==> src/rtl/dphy_timer_bank_if.sv <==
// dphy_timer_bank_if: control and status bundle between the lane FSMs and the timer bank.
interface dphy_timer_bank_if #(
    parameter int CHANNELS = 4,
    parameter int WIDTH    = 16,
    parameter int PRESC_W  = 4
);
    logic [CHANNELS-1:0]       start;
    logic [CHANNELS-1:0]       abort;
    logic [CHANNELS-1:0]       periodic;
    logic [CHANNELS*WIDTH-1:0] load_val;
    logic [PRESC_W-1:0]        prescale;
    logic [CHANNELS-1:0]       busy;
    logic [CHANNELS-1:0]       expire;
    logic                      any_expire;
    modport master (
        output start, abort, periodic, load_val, prescale,
        input  busy, expire, any_expire
    );
    modport slave (
        input  start, abort, periodic, load_val, prescale,
        output busy, expire, any_expire
    );
endinterface

==> src/rtl/dphy_timer_bank.sv <==
// dphy_timer_bank: independent prescaled down-counting timers with one-shot/periodic expiry pulses.
module dphy_timer_bank #(
    parameter int CHANNELS = 4,
    parameter int WIDTH    = 16,
    parameter int PRESC_W  = 4
) (
    input  logic                clk,
    input  logic                rst,
    dphy_timer_bank_if.slave    bus_io
);
    typedef enum logic {IDLE, RUN} state_e;
    localparam logic [WIDTH-1:0] ONE = WIDTH'(1);
    logic [CHANNELS-1:0] expire_d;
    logic                any_expire_q;
    for (genvar c = 0; c < CHANNELS; c++) begin : g_ch
        state_e             state_q, state_d;
        logic [WIDTH-1:0]   count_q, count_d, reload_q, reload_d, lv;
        logic [PRESC_W-1:0] presc_cnt_q, presc_cnt_d, p_reg_q, p_reg_d;
        logic               mode_q, mode_d, exp_q, exp_d, tick;
        assign lv = bus_io.load_val[c*WIDTH +: WIDTH];
        always_ff @(posedge clk or posedge rst) begin
            if (rst) begin
                state_q     <= IDLE;
                count_q     <= '0;
                reload_q    <= '0;
                presc_cnt_q <= '0;
                p_reg_q     <= '0;
                mode_q      <= 1'b0;
                exp_q       <= 1'b0;
            end else begin
                state_q     <= state_d;
                count_q     <= count_d;
                reload_q    <= reload_d;
                presc_cnt_q <= presc_cnt_d;
                p_reg_q     <= p_reg_d;
                mode_q      <= mode_d;
                exp_q       <= exp_d;
            end
        end
        // abort beats start, start beats a pending tick/expiry
        always_comb begin
            state_d     = state_q;
            count_d     = count_q;
            reload_d    = reload_q;
            presc_cnt_d = presc_cnt_q;
            p_reg_d     = p_reg_q;
            mode_d      = mode_q;
            exp_d       = 1'b0;
            tick        = state_q == RUN && presc_cnt_q == p_reg_q;
            if (bus_io.abort[c]) begin
                state_d = IDLE;
            end else if (bus_io.start[c]) begin
                reload_d    = lv == '0 ? ONE : lv;
                count_d     = lv == '0 ? ONE : lv;
                p_reg_d     = bus_io.prescale;
                presc_cnt_d = '0;
                mode_d      = bus_io.periodic[c];
                state_d     = RUN;
            end else if (state_q == RUN) begin
                presc_cnt_d = tick ? '0 : presc_cnt_q + 1'b1;
                if (tick) begin
                    exp_d   = count_q == ONE;
                    count_d = count_q == ONE ? (mode_q ? reload_q : count_q) : count_q - 1'b1;
                    state_d = count_q == ONE && !mode_q ? IDLE : RUN;
                end
            end
        end
        assign expire_d[c]      = exp_d;
        assign bus_io.expire[c] = exp_q;
        assign bus_io.busy[c]   = state_q == RUN;
    end
    always_ff @(posedge clk or posedge rst) begin
        if (rst) any_expire_q <= 1'b0;
        else     any_expire_q <= |expire_d;
    end
    assign bus_io.any_expire = any_expire_q;
endmodule

==> src/flat_wrapper.sv <==
// flat-port wrapper written by rule: the top's interface ports become plain ports
module dphy_timer_bank_flat 
#(
    parameter int CHANNELS = 4,
    parameter int WIDTH    = 16,
    parameter int PRESC_W  = 4
)
  (clk, rst, bus_io_start, bus_io_abort, bus_io_periodic, bus_io_load_val, bus_io_prescale, bus_io_busy, bus_io_expire, bus_io_any_expire);
  dphy_timer_bank_if #(.CHANNELS(CHANNELS), .WIDTH(WIDTH), .PRESC_W(PRESC_W)) bus_io_i ();
  input  logic clk;
  input  logic rst;
  input wire logic [$bits(bus_io_i.start)-1:0] bus_io_start;
  input wire logic [$bits(bus_io_i.abort)-1:0] bus_io_abort;
  input wire logic [$bits(bus_io_i.periodic)-1:0] bus_io_periodic;
  input wire logic [$bits(bus_io_i.load_val)-1:0] bus_io_load_val;
  input wire logic [$bits(bus_io_i.prescale)-1:0] bus_io_prescale;
  output wire logic [$bits(bus_io_i.busy)-1:0] bus_io_busy;
  output wire logic [$bits(bus_io_i.expire)-1:0] bus_io_expire;
  output wire logic [$bits(bus_io_i.any_expire)-1:0] bus_io_any_expire;
  assign bus_io_i.start = bus_io_start;
  assign bus_io_i.abort = bus_io_abort;
  assign bus_io_i.periodic = bus_io_periodic;
  assign bus_io_i.load_val = bus_io_load_val;
  assign bus_io_i.prescale = bus_io_prescale;
  assign bus_io_busy = bus_io_i.busy;
  assign bus_io_expire = bus_io_i.expire;
  assign bus_io_any_expire = bus_io_i.any_expire;
  dphy_timer_bank #(.CHANNELS(CHANNELS), .WIDTH(WIDTH), .PRESC_W(PRESC_W)) u_core (.clk(clk), .rst(rst), .bus_io(bus_io_i));
endmodule
==> config.mk <==
export PLATFORM = sky130hd
export DESIGN_NAME = dphy_timer_bank_flat
export DESIGN_NICKNAME = d
export VERILOG_FILES = /design/src/rtl/dphy_timer_bank_if.sv /design/src/rtl/dphy_timer_bank.sv /design/src/flat_wrapper.sv
export SDC_FILE = /design/constraint.sdc
export NUM_CORES = 1
export LEC_CHECK = 0
export ABC_AREA = 1
export ABC_CLOCK_PERIOD_IN_PS = 6650
export BUFFER_PORTS_ARGS = -buffer_cell sky130_fd_sc_hd__buf_2
export CAP_MARGIN = 15
export CORE_UTILIZATION = 61
export CTS_CLUSTER_SIZE = 14
export DETAILED_ROUTE_END_ITERATION = 6
export PLACE_DENSITY_LB_ADDON = 0.1
export SLEW_MARGIN = 25
export SYNTH_ARGS = -nofsm -noshare
export SYNTH_HDL_FRONTEND = slang
export SYNTH_SLANG_ARGS = --single-unit
export TNS_END_PERCENT = 30
==> constraint.sdc <==
create_clock -name clk -period 6.65 [get_ports clk]
set_clock_uncertainty 0.2 [all_clocks]
set_input_delay 1.33 -clock clk [delete_from_list [all_inputs] [get_ports clk]]
set_output_delay 1.33 -clock clk [all_outputs]
set_load 0.02 [all_outputs]
# Word level (Yosys, flattened, before mapping)
# Cells that the tools add are included.
# word_totals
reg_bits	173
inputBits	82
output_inout_bits	9
word_cells	162
# classes
n_addsub	8
eq_ne	12
mux	72
n_bitwise	4
n_reduce_logical	37
# op_table
operator	count
$mux 16	24
$eq 16x1->1 const B	4
$logic_not 16->1	4
$sub 16x1->16 const B	4
$mux 4	12
$mux 1	36
$add 4x1->4 const B	4
$eq 4x4->1	4
$reduce_and 2->1	8
$reduce_and 4->1	4
$reduce_bool 2->1	8
$ne 3x2->1 const B	4
$logic_and 1x1->1	8
$logic_not 1->1	4
$not 1->1	4
$reduce_or 4->1	1

# Depth between registers and ports, before layout
# Gate-level depths: netlist (run 1).
# depth
depth_word	7
depth_mapped	12

# Worst setup path before layout (run 1)
# No wires, ideal clock.
# synth_timing
path_type	input -> register
startpoint	in bus_io_start[1]
endpoint	reg u_core.g_ch[1].count_q[9]
t_arrival_ps	2308
t_required_ps	6333
path_slack_ps	4025
path_stages	11
path_buffers	2
path_cell_list	buf_4 inv_4 nor2_8 inv_2 nand2_1 inv_2 nor2_8 inv_4 buf_6 nand2_1 nand2_1
# synth_between
elab_chain_len	2
word_cells_on_any_way	5
classes_between	1 x eq/ne; 1 x mux; 3 x reduce/logical
# synth_lines
item	line	source
start, declared	flat_wrapper.sv:12	input wire logic [$bits(bus_io_i.start)-1:0] bus_io_start;
$ne 3x2->1 (no line) or $reduce_bool 2->1 (tied branches)	n/a	
$reduce_and 4->1 (no line)	n/a	
end signal, assigned	dphy_timer_bank.sv:32	count_q <= count_d;
end, declared	dphy_timer_bank.sv:17	logic [WIDTH-1:0] count_q, count_d, reload_q, reload_d, lv;
# Several ways; a longest one is shown, not always the timed one.
# A chain may end at the register's enable or synchronous reset.

# Worst setup path after layout (run 1)
# layout_timing
startpoint	in bus_io_start[2]
endpoint	reg u_core.g_ch[2].count_q[8]
# layout_between
elab_chain_len	2
word_cells_on_any_way	5
classes_between	1 x eq/ne; 1 x mux; 3 x reduce/logical
# layout_lines
item	line
$ne 3x2->1 (no line) or $reduce_bool 2->1 (tied branches)	n/a
$reduce_and 4->1 (no line)	n/a
end signal, assigned	dphy_timer_bank.sv:32
end, declared	dphy_timer_bank.sv:17
# Several ways; a longest one is shown, not always the timed one.

==> impl_metrics.toml, run 1 <==
[min_path]
min_path_type = "register to register"
min_path_cells = 2
hold_end = "u_core.g_ch[1].reload_q[2]"
min_from = "u_core.g_ch[1].reload_q[2]"

[clock_network]
cts_htree_levels = 4
cts.sinks = 173
cts_inserted_buffers = 17
clockBufferDepth = 2
cts-root-buf = "clkbuf_16"
cts.repair.resized = 0
cts_tree = "done"
post_cts_buffers = 0
cts.clk_slew.worst_paths_ns = 0.06
cts_hold_buf = 0
worstSkewPairLatency_ns = 0.43

[timing]
hold_viol = 0
setup_viol = 0
slew_headroom_pct = 51.5
fin_tns_setup_ns = 0
fin_crit_ns = 3.98
fmax_mhz = 251
grt_setup_unrepaired = "false"
post-route-period-util_pct = 59.9
worst_pin_slew_ns = 0.727
drv_slew = 0

[pwr]
pwr-share-clk_pct = 29.1
p_int_uw = 2210
powerDensity_mw_per_mm2 = 298
ir_worst_vdd_v = 0.000191
p_sw_uw = 1310
swShare_pct = 37.3
pwr-share-seq_pct = 40.8
p_leak_uw = 0.00631
pwr-share-comb_pct = 30.1

[global_route]
grt_use_met3_pct = 4.62
use_met1_pct = 44.7
grt_overflow = 0
antenna_found_initial = 0
track_usage_pct = 30.1
grt-busiest-layer = "met2"
grt_pass1_wl_mm = 43.6
grt_pass1_vias = 8981
grtUsageMet2_pct = 46.1
grt_max_degree = 79

[worst_setup_path]
arrival_ns = 4.14
crit_type = "input pin to register"
r2r_start = "u_core.g_ch[0].count_q[12]"
end_kind = "register"
cpPeakStageDelay_ns = 0.61
crit_slowest_cell = "nor2_2"
r2r_end = "u_core.g_ch[0].count_q[3]"
worstSetupStartpointType = "input pin"
ff2ff_path_depth = 8
r2r_slack_ns = 4.43
critical_path.max_fanout = 23
crit_required_ns = 6.81
path_cells = "buf_2 -> inv_2 -> nor2_2 -> inv_1 -> nand2_1 -> nand3_2 -> inv_2 -> nand3_1 -> nand2_1"

[routing]
first_iter_violations = 782
detail_route.vias_per_cell = 5.37
drc_errors = 0
drt_wl_total_mm = 26.3
via_count = 10100
wl_per_cell_um = 14.0
dr.pass1.iters = 7
ant_nets = 0

[status]
outcome = "finished clean"

[synthesis]
netlist.area_leader.share_pct = 40.1
ys_seq_area_share_pct = 40.1
synth-async-reset-ratio_pct = 100
synth_warnings = 0
syn_inst = 1590
synth_top_area_cell = "dfrtp_1"
ys_ff_latch = 173
ys_top_cells_by_area = "dfrtp_1 (40%), nand2_1 (21%), nand3_1 (7.0%)"
synth.net_count = 1684
syn_avg_cell_area_um2 = 6.79
syn_area_mm2 = 0.0108
synth_cell_types = 38
synth_enable_flop_cells = 0
synth_ff_type = "dfrtp_1"

[finish]
final_common_cell = "nand2_1"
final_cell_count_no_fill = 1885
area_growth_pct = 9.39
final_nets = 1742
final_util_pct = 68.3
antennaDiodeCount = 0
layout_common_cells = "nand2_1 (595), inv_1 (177), dfrtp_1 (173)"
layout-drive-gt1-share_pct = 12.1

[place]
dp_cells = 1854
hpwl_mm = 18.9
gp_congestion = 0.943
portBuffers = 90

[floorplan]
start_util_pct = 62.4
die_x_um = 135
die_height_um = 135
ios = 91
core_region_area_mm2 = 0.0173
dieArea_mm2 = 0.0182
fp-row-count = 48

[flow_run]
drv_cap = 0
[power by group through the flow]
| stage | logic, µW | registers, µW | clock network, µW |
|---|---|---|---|
| after floorplan | 836 | 1400 | 0 |
| after global placement | 1010 | 1440 | 0 |
| after detailed placement | 1040 | 1450 | 0 |
| after CTS | 1050 | 1430 | 1040 |
| after global routing | 1210 | 1460 | 1080 |
| final | 1060 | 1440 | 1020 |
[layout make-up]
type                       count  area (µm²)
fill                        1533        5490
multi-input combinational   1165        5370
sequential                   173        4330
inverter                     199         757
timing repair buffer          92         469
clock buffer                  20         457
tap                          225         282
clock inverter                11         143
[sequential cells by signal (all words and copies together), names as in the netlist]
name	cells
u_core.g_ch.exp_q	4
u_core.g_ch.count_q	64
u_core.g_ch.p_reg_q	16
u_core.g_ch.reload_q	64
u_core.g_ch.mode_q	4
u_core.bus_io.any_expire	1
u_core.g_ch.presc_cnt_q	16
u_core.g_ch.state_q	4
[per-stage QoR]
step	setup slack, ns	hold slack, ns	power (µW)	cell area (µm²)
2_1_floorplan	0.432	0.242	2230	10800
5_1_grt	2.40	0.304	3750	11800
6_report	2.67	0.278	3520	11800
4_1_cts	2.67	0.276	3520	11800
3_3_place_gp	2.49	0.259	2460	11200
3_5_place_dp	2.32	0.260	2480	11200
[worst max-delay path by stage]
stage                          startpoint                         end  slack, ns  depth (start not counted)
after detailed placement  bus_io_start[2]  u_core.g_ch[2].count_q[13]       2.32                          9
after global placement    bus_io_start[2]  u_core.g_ch[2].count_q[13]       2.49                          9
after floorplan                       rst    u_core.bus_io.any_expire       0.43                          1
final                     bus_io_start[2]   u_core.g_ch[2].count_q[8]       2.67                          9
after CTS                 bus_io_start[2]   u_core.g_ch[2].count_q[8]       2.67                          9
after global routing      bus_io_start[2]  u_core.g_ch[2].count_q[15]       2.40                          9
[cells by family after synthesis]
| logic type | after synthesis | synth area share [%] |
|---|---|---|
| simple gates | 977 | 39.4 |
| buf+inv | 252 | 10.1 |
| compound gates | 157 | 7.49 |
| xor+xnor | 19 | 1.54 |
| flops | 173 | 40.1 |
| fa+ha+maj | 12 | 1.39 |
[cell usage after synthesis, types with 3 or more instances]
| cell type | count |
|---|---|
| nand4_1 | 25 |
| buf_2 | 6 |
| nor2_1 | 137 |
| nand3_2 | 7 |
| nor2_2 | 17 |
| o21ai_0 | 114 |
| xor2_1 | 12 |
| nor3_2 | 3 |
| nand2_2 | 12 |
| clkbuf_1 | 20 |
| a21oi_1 | 19 |
| dfrtp_1 | 173 |
| buf_6 | 11 |
| ha_1 | 12 |
| nor2_8 | 3 |
| inv_2 | 19 |
| nor3_1 | 7 |
| inv_1 | 178 |
| o21ai_1 | 12 |
| buf_4 | 14 |
| nand3_1 | 151 |
| a31oi_1 | 4 |
| nor2_4 | 12 |
| xnor2_1 | 7 |
| nand2_1 | 595 |
[worst max-delay path: cells and delay by family]
kind                   cells  cell delay [ns]
buffers and inverters      4             1.33
and+or+nand+nor            5             1.45
[per-layer routing]
| metal | vias up | part of all wire [%] |
|---|---|---|
| met5 | - | 0 |
| met4 | 0 | 0.95 |
| met3 | 29 | 6.5 |
| met2 | 344 | 45 |
| met1 | 4661 | 47 |
| li1 | 5093 | - |
(Power assumes the default switching activity.)
==> run 2, diff against run 1 <==
--- a/config.mk
+++ b/config.mk
@@ -6,7 +6,7 @@
 export NUM_CORES = 1
 export LEC_CHECK = 0
 export ABC_AREA = 1
-export ABC_CLOCK_PERIOD_IN_PS = 6650
+export ABC_CLOCK_PERIOD_IN_PS = 3740
 export BUFFER_PORTS_ARGS = -buffer_cell sky130_fd_sc_hd__buf_2
 export CAP_MARGIN = 15
 export CORE_UTILIZATION = 61
==> constraint.sdc (replaced) <==
create_clock -name clk -period 3.74 [get_ports clk]
set_clock_uncertainty 0.2 [all_clocks]
set_input_delay 0.748 -clock clk [delete_from_list [all_inputs] [get_ports clk]]
set_output_delay 0.748 -clock clk [all_outputs]
set_load 0.02 [all_outputs]
==> impl_metrics.toml, run 2 (synthesized netlist as in run 1, its figures left out) <==
[finish]
fillerInstances = 1514
final_common_cell = "nand2_1"
layout_common_cells = "nand2_1 (595), inv_1 (177), dfrtp_1 (173)"
final_nets = 1748
layout-drive-gt1-share_pct = 12.5
finalInstanceArea_mm2 = 0.0119
antennaDiodeCount = 0
reg_top3 = "u_core.g_ch.count_q: 64 flops, u_core.g_ch.reload_q: 64 flops"
area_growth_pct = 10.5
final_util_pct = 69.0

[worst_setup_path]
end_kind = "register"
r2r_slack_ns = 1.46
crit_required_ns = 3.87
r2r_end = "u_core.g_ch[0].count_q[3]"
arrival_ns = 3.01
crit_type = "input pin to register"
worstSetupStartpointType = "input pin"
ff2ff_path_depth = 9
critical_path.max_fanout = 28
r2r_start = "u_core.g_ch[0].count_q[1]"

[clock_network]
cts.sinks = 173
cts_tree = "done"
cts_hold_buf = 0
post_cts_buffers = 0
cts.clk_slew.worst_paths_ns = 0.07
cts_inserted_buffers = 17
cts_htree_levels = 4
cts.repair.resized = 0
clockBufferDepth = 2
worstSkewPairLatency_ns = 0.44
cts-root-buf = "clkbuf_16"

[floorplan]
start_util_pct = 62.4
fp-row-count = 48
core_region_area_mm2 = 0.0173
ios = 91
dieArea_mm2 = 0.0182
die_height_um = 135
die_x_um = 135

[status]
outcome = "finished clean"

[place]
portBuffers = 90
hpwl_mm = 19.2
place_area_mm2 = 0.0113
gp_congestion = 0.934

[timing]
worst_pin_slew_ns = 0.571
hold_viol = 0
fin_crit_ns = 2.88
grt_setup_unrepaired = "false"
post-route-period-util_pct = 77.0
fmax_mhz = 347
slew_headroom_pct = 61.7
setup_viol = 0
drv_slew = 0
fin_tns_setup_ns = 0

[routing]
drt_wl_total_mm = 26.5
drc_errors = 0
first_iter_violations = 971
detail_route.vias_per_cell = 5.35
ant_nets = 0
via_count = 10100
wl_per_cell_um = 14.0
dr.pass1.iters = 6

[pwr]
ir_worst_vdd_v = 0.000347
powerDensity_mw_per_mm2 = 534
p_leak_uw = 0.00635

[global_route]
antenna_found_initial = 0
grt_overflow = 0
grt_max_degree = 47
track_usage_pct = 30.4
grt_pass1_wl_mm = 44.2
grt_pass1_vias = 9071

[min_path]
min_path_type = "input pin to asynchronous set/reset pin"

[flow_run]
drv_cap = 0
## run 2: cell types whose count changed in the layout (fill, tap and decap cells not counted), sizes merged
cell,before,now
bufinv,3,4
clkinvlp,2,5
buf,92,98
inv,199,200
clkbuf,20,18
clkinv,6,3
## run 2: metrics by stage
step	cells	hold slack, ns	total power (µW)	worst slack (ns)
2_1_floorplan	1590	0.242	3970	0.581
3_3_place_gp	1859	0.258	4380	0.669
3_5_place_dp	1859	0.261	4420	0.547
4_1_cts	1890	0.278	6350	0.939
5_1_grt	1891	0.132	6770	0.665
6_report	1891	0.120	6370	0.860
## run 2: final cells by class
type	count	area, µm²	area share (%)
clock buffers	18	439	3.68
flip-flops and latches	173	4330	36.3
repair buffers	98	561	4.70
clock inverters	13	190	1.59
well taps	225	282	2.36
multi-input cells	1165	5370	45.0
inverters	199	756	6.33
## run 2: critical path, cell delays in order
cell	delay [ns]
buf_2	0.29
inv_2	0.26
nor2_4	0.37
inv_2	0.26
nand2_1	0.18
nand3_2	0.35
inv_2	0.34
nand2_1	0.09
o21ai_0	0.11
## run 2: worst max-delay path by stage
stage	cells after the start	endpoint	slack, ns	start
after floorplan	1	u_core.bus_io.any_expire	0.58	rst
after global placement	8	u_core.g_ch[0].count_q[3]	0.67	bus_io_start[0]
after detailed placement	9	u_core.g_ch[0].count_q[5]	0.55	bus_io_start[0]
after CTS	9	u_core.g_ch[0].count_q[3]	0.94	bus_io_start[0]
after global routing	9	u_core.g_ch[0].count_q[3]	0.67	bus_io_start[0]
final	9	u_core.g_ch[0].count_q[3]	0.86	bus_io_start[0]
## run 2: metal layers
layer / track usage (%) / up-vias / wire length, µm / part of all wire (%)
li1: - / 5103 / - / -
met1: 44.3 / 4657 / 12600 / 47
met2: 46.7 / 329 / 11900 / 45
met3: 5.97 / 23 / 1710 / 6.4
met4: 6.68 / 0 / 304 / 1.1
met5: 0 / - / 0 / 0
## run 2: report_power, final
group          internal, µW  switching [µW]
combinational           652            1240
sequential             2200             357
clock                  1140             782
total                  3990            2380
